**config.mk**
```make
export PLATFORM = sky130hd
export DESIGN_NAME = i2c_frame_sequencer
export DESIGN_NICKNAME = d
export VERILOG_FILES = /design/src/rtl/i2c_seq_pkg.sv /design/src/rtl/i2c_req_arbiter.sv /design/src/rtl/i2c_frame_sequencer.sv
export SDC_FILE = /design/constraint.sdc
export NUM_CORES = 1
export LEC_CHECK = 0
export ABC_AREA = 1
export CAP_MARGIN = 10
export CORE_MARGIN = 3
export CORE_UTILIZATION = 51
export CTS_CLUSTER_SIZE = 30
export DETAILED_ROUTE_END_ITERATION = 10
export GPL_TIMING_DRIVEN = 0
export PLACE_DENSITY_LB_ADDON = 0.1
export SETUP_SLACK_MARGIN = 0.1
export SLEW_MARGIN = 20
export SYNTH_ARGS = -nofsm -noshare
export SYNTH_HDL_FRONTEND = slang
export SYNTH_SLANG_ARGS = --single-unit
```
**constraint.sdc**
```tcl
create_clock -name clk -period 2.95 [get_ports clk]
set_clock_uncertainty 0.2 [all_clocks]
set_input_delay 0.7375 -clock clk [delete_from_list [all_inputs] [get_ports clk]]
set_output_delay 0.7375 -clock clk [all_outputs]
set_load 0.03 [all_outputs]
```
**src/rtl/i2c_seq_pkg.sv**
```systemverilog
// Shared types for the I2C frame sequencer: one-hot state encoding (doubles
// as the state LED code) and the command phase tracked across WAIT.
package i2c_seq_pkg;

  localparam logic [7:0] LED_IDLE      = 8'h01;
  localparam logic [7:0] LED_START_CMD = 8'h02;
  localparam logic [7:0] LED_WAIT      = 8'h04;
  localparam logic [7:0] LED_REG       = 8'h08;
  localparam logic [7:0] LED_DATA      = 8'h10;
  localparam logic [7:0] LED_STOP_CMD  = 8'h20;
  localparam logic [7:0] LED_STOP_WAIT = 8'h40;
  localparam logic [7:0] LED_DONE      = 8'h80;

  typedef enum logic [7:0] {
    S_IDLE      = LED_IDLE,
    S_START_CMD = LED_START_CMD,
    S_WAIT      = LED_WAIT,
    S_REG       = LED_REG,
    S_DATA      = LED_DATA,
    S_STOP_CMD  = LED_STOP_CMD,
    S_STOP_WAIT = LED_STOP_WAIT,
    S_DONE      = LED_DONE
  } state_t;

  // Which command was last handed to the byte master.
  typedef enum logic [1:0] {
    PH_START,
    PH_REG,
    PH_DATA,
    PH_STOP
  } cmd_phase_t;

  // States that present a command (i2c_en high) to the byte master.
  function automatic logic is_cmd_state(state_t s);
    return (s == S_START_CMD) || (s == S_REG) || (s == S_DATA) || (s == S_STOP_CMD);
  endfunction

endpackage

```
**src/rtl/i2c_req_arbiter.sv**
```systemverilog
// Request latch and fixed-priority select (highest index wins).
// Ports: clk, reset (sync, active-high); req per channel (latched into pend);
// clr_en/clr_idx clear one pend bit when its frame is snapshotted;
// grant_valid/grant_idx are registered and track the pend register.
module i2c_req_arbiter #(
  parameter int unsigned NUM_CH = 2,
  parameter int unsigned IDX_W  = 1
) (
  input  logic              clk,
  input  logic              reset,
  input  logic [NUM_CH-1:0] req,
  input  logic              clr_en,
  input  logic [IDX_W-1:0]  clr_idx,
  output logic              grant_valid,
  output logic [IDX_W-1:0]  grant_idx
);

  logic [NUM_CH-1:0] pend;
  logic [NUM_CH-1:0] pend_d;
  logic [NUM_CH-1:0] clr_mask;
  logic [IDX_W-1:0]  idx_d;

  // A new req wins over the clear so a re-request during snapshot is kept.
  always_comb begin
    clr_mask = '0;
    idx_d    = '0;
    for (int c = 0; c < NUM_CH; c++) begin
      clr_mask[c] = clr_en && (clr_idx == IDX_W'(c));
    end
    pend_d = (pend & ~clr_mask) | req;
    for (int c = 0; c < NUM_CH; c++) begin
      if (pend_d[c]) idx_d = IDX_W'(c);
    end
  end

  always_ff @(posedge clk) begin
    if (reset) begin
      pend        <= '0;
      grant_valid <= 1'b0;
      grant_idx   <= '0;
    end else begin
      pend        <= pend_d;
      grant_valid <= |pend_d;
      grant_idx   <= idx_d;
    end
  end

endmodule

```
**src/rtl/i2c_frame_sequencer.sv**
```systemverilog
// Multi-channel I2C frame sequencer above a byte-level master. Arbitrates
// channel requests, snapshots the winner and sends START+DEV_ADDR, reg addr,
// N data bytes, STOP, with NACK retry, abort and a ready watchdog.
// Ports: clk, reset (sync, active-high); req/payload/len/reg_addr per channel;
// abort; ready/nack from the byte master; start/stop/i2c_en/tx_data command
// to the master; busy, done, err, done_ch status; state_led one-hot state.
module i2c_frame_sequencer
  import i2c_seq_pkg::*;
#(
  parameter int unsigned NUM_CH      = 2,
  parameter int unsigned MAX_BYTES   = 5,
  parameter logic [7:0]  DEV_ADDR    = 8'hAA,
  parameter int unsigned MAX_RETRY   = 2,
  parameter int unsigned TIMEOUT_CYC = 100000,
  localparam int unsigned LEN_W      = $clog2(MAX_BYTES + 1),
  localparam int unsigned IDX_W      = (NUM_CH > 1) ? $clog2(NUM_CH) : 1
) (
  input  logic                          clk,
  input  logic                          reset,
  input  logic [NUM_CH-1:0]             req,
  input  logic [NUM_CH*MAX_BYTES*8-1:0] payload,
  input  logic [NUM_CH*LEN_W-1:0]       len,
  input  logic [NUM_CH*8-1:0]           reg_addr,
  input  logic                          abort,
  input  logic                          ready,
  input  logic                          nack,
  output logic                          start,
  output logic                          stop,
  output logic                          i2c_en,
  output logic [7:0]                    tx_data,
  output logic                          busy,
  output logic                          done,
  output logic [IDX_W-1:0]              done_ch,
  output logic                          err,
  output logic [7:0]                    state_led
);

  localparam int unsigned WD_W = $clog2(TIMEOUT_CYC + 1);
  localparam int unsigned RC_W = (MAX_RETRY > 0) ? $clog2(MAX_RETRY + 1) : 1;

  state_t                   state, state_d;
  cmd_phase_t               phase, phase_d;
  logic [LEN_W-1:0]         idx, idx_d;
  logic                     retry_flag, retry_flag_d;
  logic                     abort_flag, abort_flag_d;
  logic [RC_W-1:0]          retry_cnt, retry_cnt_d;
  logic [WD_W-1:0]          wd_cnt;
  logic                     waiting;
  logic                     snap_take;
  logic                     err_d;
  logic [7:0]               tx_d;
  logic [7:0]               data_byte;

  logic                     grant_valid;
  logic [IDX_W-1:0]         grant_idx;

  logic [MAX_BYTES*8-1:0]   snap_data;
  logic [LEN_W-1:0]         snap_len;
  logic [7:0]               snap_reg;
  logic [IDX_W-1:0]         snap_ch;

  int unsigned              sel_base;
  logic [MAX_BYTES*8-1:0]   sel_data;
  logic [LEN_W-1:0]         sel_len;
  logic [7:0]               sel_reg;

  i2c_req_arbiter #(
    .NUM_CH (NUM_CH),
    .IDX_W  (IDX_W)
  ) u_arb (
    .clk         (clk),
    .reset       (reset),
    .req         (req),
    .clr_en      (snap_take),
    .clr_idx     (grant_idx),
    .grant_valid (grant_valid),
    .grant_idx   (grant_idx)
  );

  // Granted channel's inputs, length clamped to MAX_BYTES.
  always_comb begin
    sel_base = 32'(grant_idx);
    sel_data = payload[sel_base*MAX_BYTES*8 +: MAX_BYTES*8];
    sel_reg  = reg_addr[sel_base*8 +: 8];
    sel_len  = len[sel_base*LEN_W +: LEN_W];
    if (sel_len > LEN_W'(MAX_BYTES)) sel_len = LEN_W'(MAX_BYTES);
  end

  // Data byte for the next DATA command.
  always_comb begin
    data_byte = 8'h00;
    for (int b = 0; b < MAX_BYTES; b++) begin
      if (idx_d == LEN_W'(b)) data_byte = snap_data[b*8 +: 8];
    end
  end

  assign waiting = (state != S_IDLE) && (state != S_DONE);

  // Next-state and next-output logic.
  always_comb begin
    state_d      = state;
    phase_d      = phase;
    idx_d        = idx;
    retry_flag_d = retry_flag;
    abort_flag_d = abort_flag;
    retry_cnt_d  = retry_cnt;
    snap_take    = 1'b0;
    err_d        = 1'b0;
    tx_d         = 8'h00;

    unique case (state)
      S_IDLE: begin
        if (grant_valid) begin
          state_d      = S_START_CMD;
          snap_take    = 1'b1;
          phase_d      = PH_START;
          idx_d        = '0;
          retry_flag_d = 1'b0;
          abort_flag_d = 1'b0;
          retry_cnt_d  = '0;
        end
      end
      S_START_CMD: begin
        if (!ready) begin
          state_d = S_WAIT;
          phase_d = PH_START;
        end
      end
      S_WAIT: begin
        // Abort with a byte still in flight waits for completion before STOP.
        if (abort || abort_flag) begin
          abort_flag_d = 1'b1;
          if (ready) begin
            state_d      = S_STOP_CMD;
            retry_flag_d = 1'b0;
          end
        end else if (ready) begin
          if (nack) begin
            state_d      = S_STOP_CMD;
            retry_flag_d = 1'b1;
          end else begin
            unique case (phase)
              PH_START: state_d = S_REG;
              PH_REG:   state_d = (snap_len == '0) ? S_STOP_CMD : S_DATA;
              PH_DATA:  state_d = (idx == snap_len) ? S_STOP_CMD : S_DATA;
              default:  state_d = S_STOP_CMD;
            endcase
          end
        end
      end
      S_REG: begin
        if (abort) begin
          state_d      = S_STOP_CMD;
          abort_flag_d = 1'b1;
        end else if (!ready) begin
          state_d = S_WAIT;
          phase_d = PH_REG;
        end
      end
      S_DATA: begin
        if (abort) begin
          state_d      = S_STOP_CMD;
          abort_flag_d = 1'b1;
        end else if (!ready) begin
          state_d = S_WAIT;
          phase_d = PH_DATA;
          idx_d   = idx + LEN_W'(1);
        end
      end
      S_STOP_CMD: begin
        if (!ready) begin
          state_d = S_STOP_WAIT;
          phase_d = PH_STOP;
        end
      end
      S_STOP_WAIT: begin
        if (ready) begin
          if (abort_flag) begin
            state_d      = S_IDLE;
            abort_flag_d = 1'b0;
          end else if (retry_flag) begin
            retry_flag_d = 1'b0;
            if (retry_cnt < RC_W'(MAX_RETRY)) begin
              retry_cnt_d = retry_cnt + RC_W'(1);
              state_d     = S_START_CMD;
              phase_d     = PH_START;
              idx_d       = '0;
            end else begin
              state_d = S_IDLE;
              err_d   = 1'b1;
            end
          end else begin
            state_d = S_DONE;
          end
        end
      end
      S_DONE: state_d = S_IDLE;
      default: state_d = S_IDLE;
    endcase

    // Watchdog: no ready edge for TIMEOUT_CYC cycles drops the frame, no STOP.
    if (waiting && (state_d == state) && (wd_cnt == WD_W'(TIMEOUT_CYC - 1))) begin
      state_d      = S_IDLE;
      err_d        = 1'b1;
      retry_flag_d = 1'b0;
      abort_flag_d = 1'b0;
    end

    unique case (state_d)
      S_START_CMD: tx_d = DEV_ADDR;
      S_REG:       tx_d = snap_reg;
      S_DATA:      tx_d = data_byte;
      default:     tx_d = 8'h00;
    endcase
  end

  // State register.
  always_ff @(posedge clk) begin
    if (reset) state <= S_IDLE;
    else       state <= state_d;
  end

  // Frame control registers; watchdog restarts on every state change.
  always_ff @(posedge clk) begin
    if (reset) begin
      phase      <= PH_START;
      idx        <= '0;
      retry_flag <= 1'b0;
      abort_flag <= 1'b0;
      retry_cnt  <= '0;
      wd_cnt     <= '0;
    end else begin
      phase      <= phase_d;
      idx        <= idx_d;
      retry_flag <= retry_flag_d;
      abort_flag <= abort_flag_d;
      retry_cnt  <= retry_cnt_d;
      wd_cnt     <= (!waiting || (state_d != state)) ? '0 : wd_cnt + WD_W'(1);
    end
  end

  // Snapshot of the granted channel.
  always_ff @(posedge clk) begin
    if (reset) begin
      snap_data <= '0;
      snap_len  <= '0;
      snap_reg  <= 8'h00;
      snap_ch   <= '0;
    end else if (snap_take) begin
      snap_data <= sel_data;
      snap_len  <= sel_len;
      snap_reg  <= sel_reg;
      snap_ch   <= grant_idx;
    end
  end

  // Registered outputs, aligned with the state register.
  always_ff @(posedge clk) begin
    if (reset) begin
      start     <= 1'b0;
      stop      <= 1'b0;
      i2c_en    <= 1'b0;
      tx_data   <= 8'h00;
      busy      <= 1'b0;
      done      <= 1'b0;
      err       <= 1'b0;
      done_ch   <= '0;
      state_led <= LED_IDLE;
    end else begin
      start     <= (state_d == S_START_CMD);
      stop      <= (state_d == S_STOP_CMD);
      i2c_en    <= is_cmd_state(state_d);
      tx_data   <= tx_d;
      busy      <= (state_d != S_IDLE);
      done      <= (state_d == S_DONE);
      err       <= err_d;
      state_led <= 8'(state_d);
      if ((state_d == S_DONE) || err_d) done_ch <= snap_ch;
    end
  end

endmodule

```
== Yosys cells after proc, flatten, opt, wreduce, memory -nomap -nowiden ==
Index checks and enable logic that the tools add are counted.

* Output and inout port bits: 23
* Input port bits: 109
* Bits in registers: 105

* Multiplexer cells: 69
* Add/sub/neg operators: 3
* Bitwise logic cells: 4
* $mul: 2
* Order comparisons: 2
* Shift operators: 3
* Reductions and logical operators: 27
* Eq/ne operators: 40

{| class="wikitable"
|+ Operator list
! operator !! number
|-
| $mux W8 || 16
|-
| $shiftx A80 B8 Y40 || 1
|-
| $pmux W8 S6 || 1
|-
| $mux W2 || 16
|-
| $mux W3 || 8
|-
| $ne A2 B2 Y1 const B || 12
|-
| $pmux W8 S3 || 1
|-
| $mux W1 || 18
|-
| $mux W6 || 3
|-
| $pmux W6 S3 || 1
|-
| $add A17 B1 Y17 const B || 1
|-
| $eq A17 B17 Y1 const B || 1
|-
| $eq A8 B2 Y1 const B || 2
|-
| $eq A8 B4 Y1 const B || 2
|-
| $eq A8 B5 Y1 const B || 2
|-
| $eq A8 B6 Y1 const B || 2
|-
| $ne A8 B1 Y1 const B || 2
|-
| $shiftx A16 B5 Y8 || 1
|-
| $pmux W2 S6 || 1
|-
| $reduce_and A12 Y1 || 1
|-
| $reduce_and A6 Y1 || 2
|-
| $pmux W3 S3 || 1
|-
| $eq A8 B1 Y1 const B || 1
|-
| $eq A8 B3 Y1 const B || 1
|-
| other kinds (38) || 53
|}

== Depth between registers and ports, before layout ==
Gate-level depths: netlist of run 1.

* Depth after elaboration: 15
* Depth in mapped cells: 20
* Gate-level depth less buffers: 19

== Hierarchy ==
Synthesis of run 1 repeated with hierarchy kept, for this count alone.

* Cells, all modules: 879
* Area total of the unflattened synthesis: 5856.9 µm²

{| class="wikitable"
|+ Modules (own cells, without submodules)
! module !! times used !! cells an instance !! area an instance (µm²) !! seq. area each (µm²)
|-
| i2c_frame_sequencer || 1 || 861 || 5740.5 || 2021.9
|-
| i2c_req_arbiter || 1 || 18 || 116.4 || 60.1
|}

== Least setup slack after synthesis of run 1 ==
OpenSTA, ideal clock, no wires.

* Path type: input to register
* Start: in ready
* End: reg wd_cnt[9]
* Stages: 17
* Arrival: 2.474 ns
* Setup time: 0.061 ns
* Slack: 0.215 ns
* Cell sequence: buf_6 -> inv_6 -> nor2_4 -> nand3_1 -> or2_1 -> nand2_4 -> inv_2 -> nand3_1 -> nand3_2 -> nor2_4 -> nand2_4 -> nand3_2 -> nand2_2 -> nor2_4 -> nand3_4 -> buf_12 -> nor2_4

* Longest elaborated chain between the ends: 10
* Elaborated cells between the ends (all ways): 15
* Those cells by class: eq/ne (2); mux (9); reduce/logical (4)

{| class="wikitable"
|+ Ends and longest elaborated chain
! item !! RTL line !! text
|-
| start, declared || i2c_frame_sequencer.sv:25 || <nowiki>input logic ready,</nowiki>
|-
| $mux W8, on equally long branches || n/a ||
|-
| $mux W8, on equally long branches || i2c_frame_sequencer.sv:161, i2c_frame_sequencer.sv:131 ||
|-
| $pmux W8 S6 * || i2c_frame_sequencer.sv:111 || <nowiki>unique case (state)</nowiki>
|-
| $eq A8 B8 Y1 || i2c_frame_sequencer.sv:202 || <nowiki>if (waiting && (state_d == state) && (wd_cnt == WD_W'(TIMEOUT_CYC - 1))) begin</nowiki>
|-
| $logic_and A1 B1 Y1 (2 in a row) || i2c_frame_sequencer.sv:202 ||
|-
| $mux W8 * || i2c_frame_sequencer.sv:202 ||
|-
| $ne A8 B8 Y1 * || i2c_frame_sequencer.sv:238 || <nowiki>wd_cnt <= (!waiting || (state_d != state)) ? '0 : wd_cnt + WD_W'(1);</nowiki>
|-
| $logic_or A1 B1 Y1 * || i2c_frame_sequencer.sv:238 ||
|-
| $reduce_or A2 Y1 (no source line) * || n/a ||
|-
| end signal, assigned || i2c_frame_sequencer.sv:238 ||
|-
| end, declared || i2c_frame_sequencer.sv:47 || <nowiki>logic [WD_W-1:0] wd_cnt;</nowiki>
|}

Mark *: on every way between the ends. The rest lies on a longest branch, timed or not.
A chain may end at the register's enable or synchronous reset.

== Final worst setup path of run 1 ==
* Start: in nack
* End: reg wd_cnt[13]

* Longest elaborated chain between the ends: 11

{| class="wikitable"
|+ Ends and longest elaborated chain
! item !! RTL line !! text
|-
| start, declared || i2c_frame_sequencer.sv:26 || <nowiki>input logic nack,</nowiki>
|-
| $mux W6 * || i2c_frame_sequencer.sv:138 || <nowiki>if (nack) begin</nowiki>
|-
| $mux W8 * || i2c_frame_sequencer.sv:137 || <nowiki>end else if (ready) begin</nowiki>
|-
| $mux W8 * || i2c_frame_sequencer.sv:131 || <nowiki>if (abort || abort_flag) begin</nowiki>
|-
| $pmux W8 S6 * || i2c_frame_sequencer.sv:111 ||
|-
| $eq A8 B8 Y1 || i2c_frame_sequencer.sv:202 ||
|-
| $logic_and A1 B1 Y1 (2 in a row) || i2c_frame_sequencer.sv:202 ||
|-
| $mux W8 * || i2c_frame_sequencer.sv:202 ||
|-
| $ne A8 B8 Y1 * || i2c_frame_sequencer.sv:238 ||
|-
| $logic_or A1 B1 Y1 * || i2c_frame_sequencer.sv:238 ||
|-
| $reduce_or A2 Y1 (no source line) * || n/a ||
|}

Marks and branches as above.

==> impl_results.md, run 1 <==
- Final std cell area, no fill: 7581 sq um
- Number of vias in the routed layout: 6014
- Total standard cell area after synthesis: 5670 sq um
- Starting Density: 53.72%
- Count of cell types in the netlist: 46
- Multi-input gate area in the final layout: 3207 sq um
- Critical Path Source Type: primary input
- Int Pwr: 0.002372 W
- Combinational share of power: 20.7%
- Number of max-slew violations in the final report: 0
- Worst-skew pair later-pin latency: 0.39 ns
- Post-synthesis instance total: 828
- Count of flip-flops with a built-in enable after synthesis: 0
- Vias/cell: between 5 and 6
- Portion of synthesized cell area occupied by the leading cell type: a little under two fifths
- Number of setup violations in the final report: 0
- Required time at the endpoint of the critical path: 3.08 ns
- Total half-perimeter wirelength after legalization and detailed placement: 13000 microns
- Peak fanout along the critical path: 7
- Maximum VDD drop: 0.2404 mV
- Area enclosed by the die boundary: 12420 sq um
- Horizontal die dimension: 111.4 microns
- YS warnings: 0
- Run status: finished, final reports clean
- Register share of total power: 46.1%
- Cell accounting for the most synthesized area: dfxtp_1
- Slew at the pin with the worst max-slew slack: 0.5489 ns
- Ratio of final minimum period to clock period: 92.89%
- Relative max-transition margin: 63.41%
- Switching power summed over all nets: roughly 0.00098 W
- Maximum number of pins on one net before global-route repair: 19
- Most frequently used cell type in the post-synthesis netlist: nand2_1
- Number of rows created at floorplan: 37
- Clk pin slew, worst setup/hold paths: 0.11 ns
- Sequential area share after synthesis: 36.72%
- Setup Crit Path Kind: primary input to flip-flop
- Detailed Route WL: 16910 microns
- Area contributors post-synth: dfxtp_1, nand2_1, a31oi_1, nand3_1, inv_1
- Synth cell count leaders: nand2_1, dfxtp_1, inv_1
- Number of clock sinks: about 100
- Antenna violations before repair: 0
- #FFs+latches synth: 104
- Count of filler cells inserted in the layout: 925
- Power per unit of standard cell area: 442.5 nW/um^2
- Final weighted congestion of routability-driven global placement: 0.9278
- Post-synthesis area per instance: 6.848 sq um
- Total count of hold-check failures in the final report: 0
- Largest Register: snap_data
- Sum of internal, switching and leakage power: 0.003355 W
- Average wire length per cell after detail routing: 15.13 microns
- Clock tree from TritonCTS: built
- Syn_nets: around 940
- NumNets Final: ~1.1k
- Endpoint arrival time on the critical path: between 2 and 3 ns
- Vertical extent of the die: around 110 microns
- Placeable core area: 10560 sq um
- N_diodes: 0
- Share of total power consumed by net switching: between 20% and 30%
- Proportion of power drawn by the clock network: 33.2%
- Top_reg_cell synth: dfxtp_1
- Tmin final: 2.740 ns
- Fmax: roughly 360 MHz
- Remaining global-route overflow: 0
- Reported max-cap violation count: 0
- Static leakage power: between 2 and 3 nW
- Number of iterations in the first detailed-routing pass: 5
- GRT Total Usage: 26.66%
- Vias in the first global route: 5583
- Share of post-route cells with drive strength above 1: 13.85%
- Area Growth Syn to Fin: 33.69%
- Number of input and output port buffers inserted: 130
- FF+latch area: 2097 sq um
- Setup repair after global routing missed its margin: yes
- Number of nets with antenna violations after routing: 0
- Path type of the worst min-delay path: flip-flop to flip-flop
- Capturing element type of the critical path: flip-flop
- Final TNS setup: 0 ns
- Maximum level of the CTS H-tree: 3
- I/O pins: 132
- Drt first-iter violations: 559
- Placed cell area: between 7000 and 8000 sq um
- Cell at the root of the clock tree: clkbuf_8
- Share of flip-flops with an asynchronous set or reset: 0%
- Flip-flop count of the largest register, all copies and words added: 40
- Post-route DRC: 0
- Setup slack on the worst flop-to-flop path: approximately 0.26 ns
- Max Buffers Root-to-Sink: 2
- Global-route wire length before repair: 27050 microns
- Num CTS Buffers: 9
- Largest registers in the final layout: snap_data: 40 flops, wd_cnt: 17 flops
==> metal layers <==
metal / track usage, % / vias up / wire [microns]
met5: 0 / - / 0
met4: 10.71 / 0 / 529
met3: 5.000 / 42 / 1129
met2: 44.55 / 245 / 8094
met1: 34.00 / 2711 / 7161
li1: - / 3016 / -
==> power groups by stage <==
stage	registers, W	clock network, W	logic, W
5_1_grt	0.00155	0.00118	0.000763
3_3_place_gp	0.00158	0	0.000652
6_report	0.00155	0.00111	0.000694
4_1_cts	0.00154	0.00112	0.000666
3_5_place_dp	0.00158	0	0.000660
2_1_floorplan	0.00158	0	0.000369
==> area by class of cell <==
class	instances	share of cell area, %
multi-input cells	613	42.30
flip-flops and latches	104	27.66
inverters	81	4.110
repair buffers	138	18.12
clock buffers	9	1.634
clock inverters	7	1.683
plain buffers	30	2.245
well taps	136	2.245
==> kinds of logic after synthesis <==
logic type	share of synthesized area, %
AND/OR/NAND/NOR	40.20
AO/OA/AOI/OAI	11.87
buffers and inverters	8.120
flip-flops	36.72
XOR/XNOR	2.471
adder cells (fa/ha/maj)	0.4412
multiplexers	0.1765
==> critical path, cell delays in order <==
cell	delay, ns
clkdlybuf4s50_1	0.45
inv_2	0.09
nand3_2	0.08
a21oi_2	0.15
nand2_1	0.08
nand2_2	0.09
nand2_1	0.09
a21oi_2	0.13
nand3_2	0.09
nor2_4	0.14
nand2_4	0.06
nand3_2	0.06
nand2_2	0.06
nor2_4	0.10
nand3_4	0.16
clkbuf_16	0.22
nor2_4	0.06
==> what timing repair did <==
action	in CTS	in global routing
hold buffers	0	0
pin swaps	0	6
endpoints found under the setup margin	67	76
gates resized for setup	9	46
gates cloned	0	1
buffers inserted	0	7
==> worst paths after layout <==
path	end	from	cells past startpoint
max	wd_cnt[13]	nack	17
min	done_ch	snap_ch	2
max reg2reg	wd_cnt[13]	state_led[0]	17
min reg2reg	done_ch	snap_ch	2
==> metrics by stage <==
| step | instances | setup WS (ns) | hold slack, ns | utilization, % |
|---|---|---|---|---|
| after floorplan | 828 | 0.2148 | 0.2175 | - |
| after global placement | 1094 | -0.6250 | 0.2314 | 67.66 |
| after detailed placement | 1094 | -0.6136 | 0.2453 | 67.66 |
| after CTS | 1110 | 0.1034 | 0.2603 | 70.22 |
| final | 1118 | 0.2097 | 0.2625 | 71.82 |
| after global routing | 1118 | 0.06655 | 0.2843 | 71.82 |
==> placed cells by master, fill, tap and decap left out, types with 16 or more instances in the layout <==
master and instances:
dfxtp_1 96, a31oi_1 52, inv_1 63, clkdlybuf4s50_1 129, nand2_1 275, nor2_1 46, inv_2 16, nand4_1 18
nor2_4 18, a21oi_1 23, nand3_1 52, o21ai_0 17
Note: power is estimated with default switching activity, not from simulation.
==> inputs of run 2 (changes only) <==
--- a/config.mk
+++ b/config.mk
@@ -18,3 +18,4 @@
 export SYNTH_ARGS = -nofsm -noshare
 export SYNTH_HDL_FRONTEND = slang
+export SYNTH_HIERARCHICAL = 1
 export SYNTH_SLANG_ARGS = --single-unit
==> constraint.sdc (replaced) <==
create_clock -name clk -period 2.95 [get_ports clk]
set_clock_uncertainty 0.2 [all_clocks]
set_input_delay 0.4425 -clock clk [delete_from_list [all_inputs] [get_ports clk]]
set_output_delay 0.4425 -clock clk [all_outputs]
set_load 0.03 [all_outputs]
==> run 2 against run 1 <==
Against the previous run:
- total power increased by 13%
- first-iteration DRC count shrank 25%
- combinational power rose by 28%
- clock power rose by 14%
- cell count rose by 4.8%
- register-to-register slack improved by 0.04 ns
- cell area is 2.1% higher
- via count rose by 4.9%
- maximum frequency grew 2.5%
- highest routed layer unchanged
==> impl_results.md, run 2 <==
- Critical Path Source Type: primary input (unchanged)
- Final cell utilization of the core: 70.18% (was 71.82%)
- Share of flip-flops with an asynchronous set or reset: 0% (unchanged)
- Share of post-route cells with drive strength above 1: 9.981% (was 13.85%)
- Hold_buf cts: 0 (unchanged)
- Number of max-slew violations in the final report: 0 (unchanged)
- Sequential area share after synthesis: 35.55% (was 36.72%)
- Cell at the root of the clock tree: clkbuf_16 (was clkbuf_8)
- Area Growth Syn to Fin: 32.17% (was 33.69%)
- Tmin final: 2.674 ns (was 2.740 ns)
- Maximum number of pins on one net before global-route repair: 18 (was 19)
- Slew at the pin with the worst max-slew slack: 0.6036 ns (was 0.5489 ns)
- Number of iterations in the first detailed-routing pass: 5 (unchanged)
- Final weighted congestion of routability-driven global placement: 1.022 (was 0.9278)
- Endpoint arrival time on the critical path: 2.74 ns (was 2.87 ns)
- Average wire length per cell after detail routing: 15.03 microns (was 15.13 microns)
- Drt first-iter violations: 418 (was 559)
- Reported max-cap violation count: 0 (unchanged)
- Detail Route met2 WL: 8318 microns (was 8094 microns)
- Max Buffers Root-to-Sink: 2 (unchanged)
- Path type of the worst min-delay path: flip-flop to flip-flop (unchanged)
- Total count of hold-check failures in the final report: 0 (unchanged)
- YS warnings: 6 (was 0)
- Number of nets with antenna violations after routing: 0 (unchanged)
- Count of cell types in the netlist: 36 (was 46)
- Global-route wire length before repair: 28030 microns (was 27050 microns)
- Setup repair after global routing missed its margin: no (was yes)
- M1 WL: 7624 microns (was 7161 microns)
- Setup Crit Path Kind: primary input to flip-flop (unchanged)
- I/O pins: 132 (unchanged)
- Fmax: 374.0 MHz (was 364.9 MHz)
- Post-route DRC: 0 (unchanged)
- Cell accounting for the most synthesized area: dfxtp_1 (unchanged)
- Area enclosed by the die boundary: 12810 sq um (was 12420 sq um)
- #FFs+latches synth: 104 (unchanged)
- Met3 routed WL: 1134 microns (was 1129 microns)
- Relative max-transition margin: 59.76% (was 63.41%)
- Total half-perimeter wirelength after legalization and detailed placement: 13430 microns (was 13000 microns)
- Ratio of final minimum period to clock period: 90.64% (was 92.89%)
- Worst reg2reg startpoint: state_led[4] (was state_led[0])
- Detailed Route WL: 17620 microns (was 16910 microns)
- Num CTS Buffers: 9 (unchanged)
- Total standard cell area after synthesis: 5857 sq um (was 5670 sq um)
- Clock tree from TritonCTS: built (unchanged)
- Maximum VDD drop: 0.4800 mV (was 0.2404 mV)
- Synth cell count leaders: nand2_1, dfxtp_1, inv_1 (unchanged)
- Vertical extent of the die: 113.2 microns (was 111.4 microns)
- Capturing element type of the critical path: flip-flop (unchanged)
- Count of flip-flops with a built-in enable after synthesis: 0 (unchanged)
- Peak fanout along the critical path: 11 (was 7)
- Horizontal die dimension: 113.2 microns (was 111.4 microns)
- Commonest non-fill, non-tap cell in the layout: nand2_1 (unchanged)
- Number of input and output port buffers inserted: 130 (unchanged)
- Required time at the endpoint of the critical path: 3.01 ns (was 3.08 ns)
- Final TNS setup: 0 ns (unchanged)
- Flip-flop count of the largest register, all copies and words added: 40 (unchanged)
- Vias in the first global route: 5829 (was 5583)
- Most frequently used cell type in the post-synthesis netlist: nand2_1 (unchanged)
- NumNets Final: 1138 (was 1088)
- Remaining global-route overflow: 0 (unchanged)
- Portion of synthesized cell area occupied by the leading cell type: 35.55% (was 36.72%)
- Starting Density: 53.10% (was 53.72%)
- Vias/cell: 5.382 (was 5.379)
- Antenna violations before repair: 0 (unchanged)
- N_diodes: 0 (unchanged)
- Post-synthesis area per instance: 6.663 sq um (was 6.848 sq um)
- Number of setup violations in the final report: 0 (unchanged)
- Static leakage power: 3.202 nW (was 2.955 nW)
- Syn_nets: 990 (was 939)
- Power per unit of standard cell area: 490.4 nW/um^2 (was 442.5 nW/um^2)
- Largest Register: snap_data (unchanged)
- Most used cells in the layout excluding fill and tap cells: nand2_1, clkdlybuf4s50_1, dfxtp_1, inv_1, o21ai_0 (was nand2_1, clkdlybuf4s50_1, dfxtp_1, inv_1)
- Worst-skew pair later-pin latency: 0.37 ns (was 0.39 ns)
- Number of rows created at floorplan: 38 (was 37)
- Placeable core area: 11030 sq um (was 10560 sq um)
- GRT Total Usage: 27.21% (was 26.66%)
- Largest registers in the final layout: snap_data: 40 flops, wd_cnt: 17 flops (unchanged)
- Sum of internal, switching and leakage power: 0.003797 W (was 0.003355 W)
- Uppermost signal routing layer after detailed routing: met4 (unchanged)
- Critical Path Start: abort (was nack)
- Maximum level of the CTS H-tree: 3 (unchanged)
- Clk pin slew, worst setup/hold paths: 0.07 ns (was 0.11 ns)
- Number of clock sinks: 104 (unchanged)
- Post-synthesis instance total: 879 (was 828)
- Min-Delay Startpoint: wd_cnt[0] (was snap_ch)
- Top_reg_cell synth: dfxtp_1 (unchanged)
- Area contributors post-synth: dfxtp_1, nand2_1, o21ai_0, nand3_1, a31oi_1 (was dfxtp_1, nand2_1, a31oi_1, nand3_1, inv_1)
- Number of vias in the routed layout: 6308 (was 6014)
- Run status: finished, final reports clean (unchanged)
## run 2: changes by cell type after synthesis, moves of 10 or more
cell	delta
o21ai_0	+53
nand2_1	-25
nand4_1	+12
nor2_1	+12
nor2_4	-10
nor3_2	+10
## run 2: metrics by stage
stage                     std cells  hold slack (ns)  worst slack [ns]  instance area, sq um
after floorplan                 879           0.2360            0.4903                  5857
after global placement         1149           0.2593          0.008432                  7333
after detailed placement       1149           0.2660          -0.04220                  7333
after CTS                      1165           0.2763            0.1245                  7639
after global routing           1172           0.2884           0.07046                  7741
final                          1172           0.2728            0.2760                  7741
## run 2: layout make-up
type | instances | area (sq um)
Clock inverter | 5 | 62.56
Multi-Input combinational cell | 652 | 3323
Inverter | 85 | 319.1
Buffer | 39 | 183.9
Tap cell | 140 | 175.2
Timing Repair Buffer | 136 | 1346
Clock buffer | 11 | 242.7
Sequential cell | 104 | 2088
Fill cell | 970 | 3289
## run 2: worst paths after layout
check                                  end  slack [ns]  cells after the start
worst max-delay path            tx_data[3]        0.28                     15
worst min-delay path             wd_cnt[0]        0.27                      1
worst max register to register   wd_cnt[8]        0.30                     15
worst min register to register   wd_cnt[0]        0.27                      1
## run 2: report_power, final
| group | internal, W | switching, W | total [W] |
|---|---|---|---|
| clock network | 0.000688 | 0.000574 | 0.00126 |
| registers | 0.00155 | 0.0000989 | 0.00165 |
| logic | 0.000365 | 0.000521 | 0.000886 |
| total | 0.00260 | 0.00119 | 0.00380 |
## run 2: cell families after synthesis
family	count (synthesis)	synth area share, %
AND/OR/NAND/NOR	482	38.65
AO/OA/AOI/OAI	149	14.23
buffers and inverters	124	8.460
flip-flops	104	35.55
XOR/XNOR	18	2.692
adder cells (fa/ha/maj)	2	0.4272
## run 2: per-layer routing
metal / global-route usage (%) / up-vias
met5: 0 / -
met4: 10.90 / 0
met3: 5.882 / 42
met2: 45.42 / 236
met1: 34.18 / 2808
li1: - / 3222
## run 2: repair_timing
action | 4_1_cts | 5_1_grt
setup buffers | 0 | 6
endpoints found under the setup margin | 0 | 56
resized for setup | 0 | 19
## run 2: worst max-delay path, stage by stage
cell and delay [ns]:
clkdlybuf4s50_1 0.50, nor2_1 0.30, nor2_1 0.07, o21ai_0 0.17, nand2_1 0.09, inv_1 0.06, nand2_1 0.06, buf_2 0.20
or2_2 0.29, nand3_1 0.12, nand4_1 0.14, nand2_1 0.10, nand3_1 0.06, nand2_1 0.07, inv_1 0.05
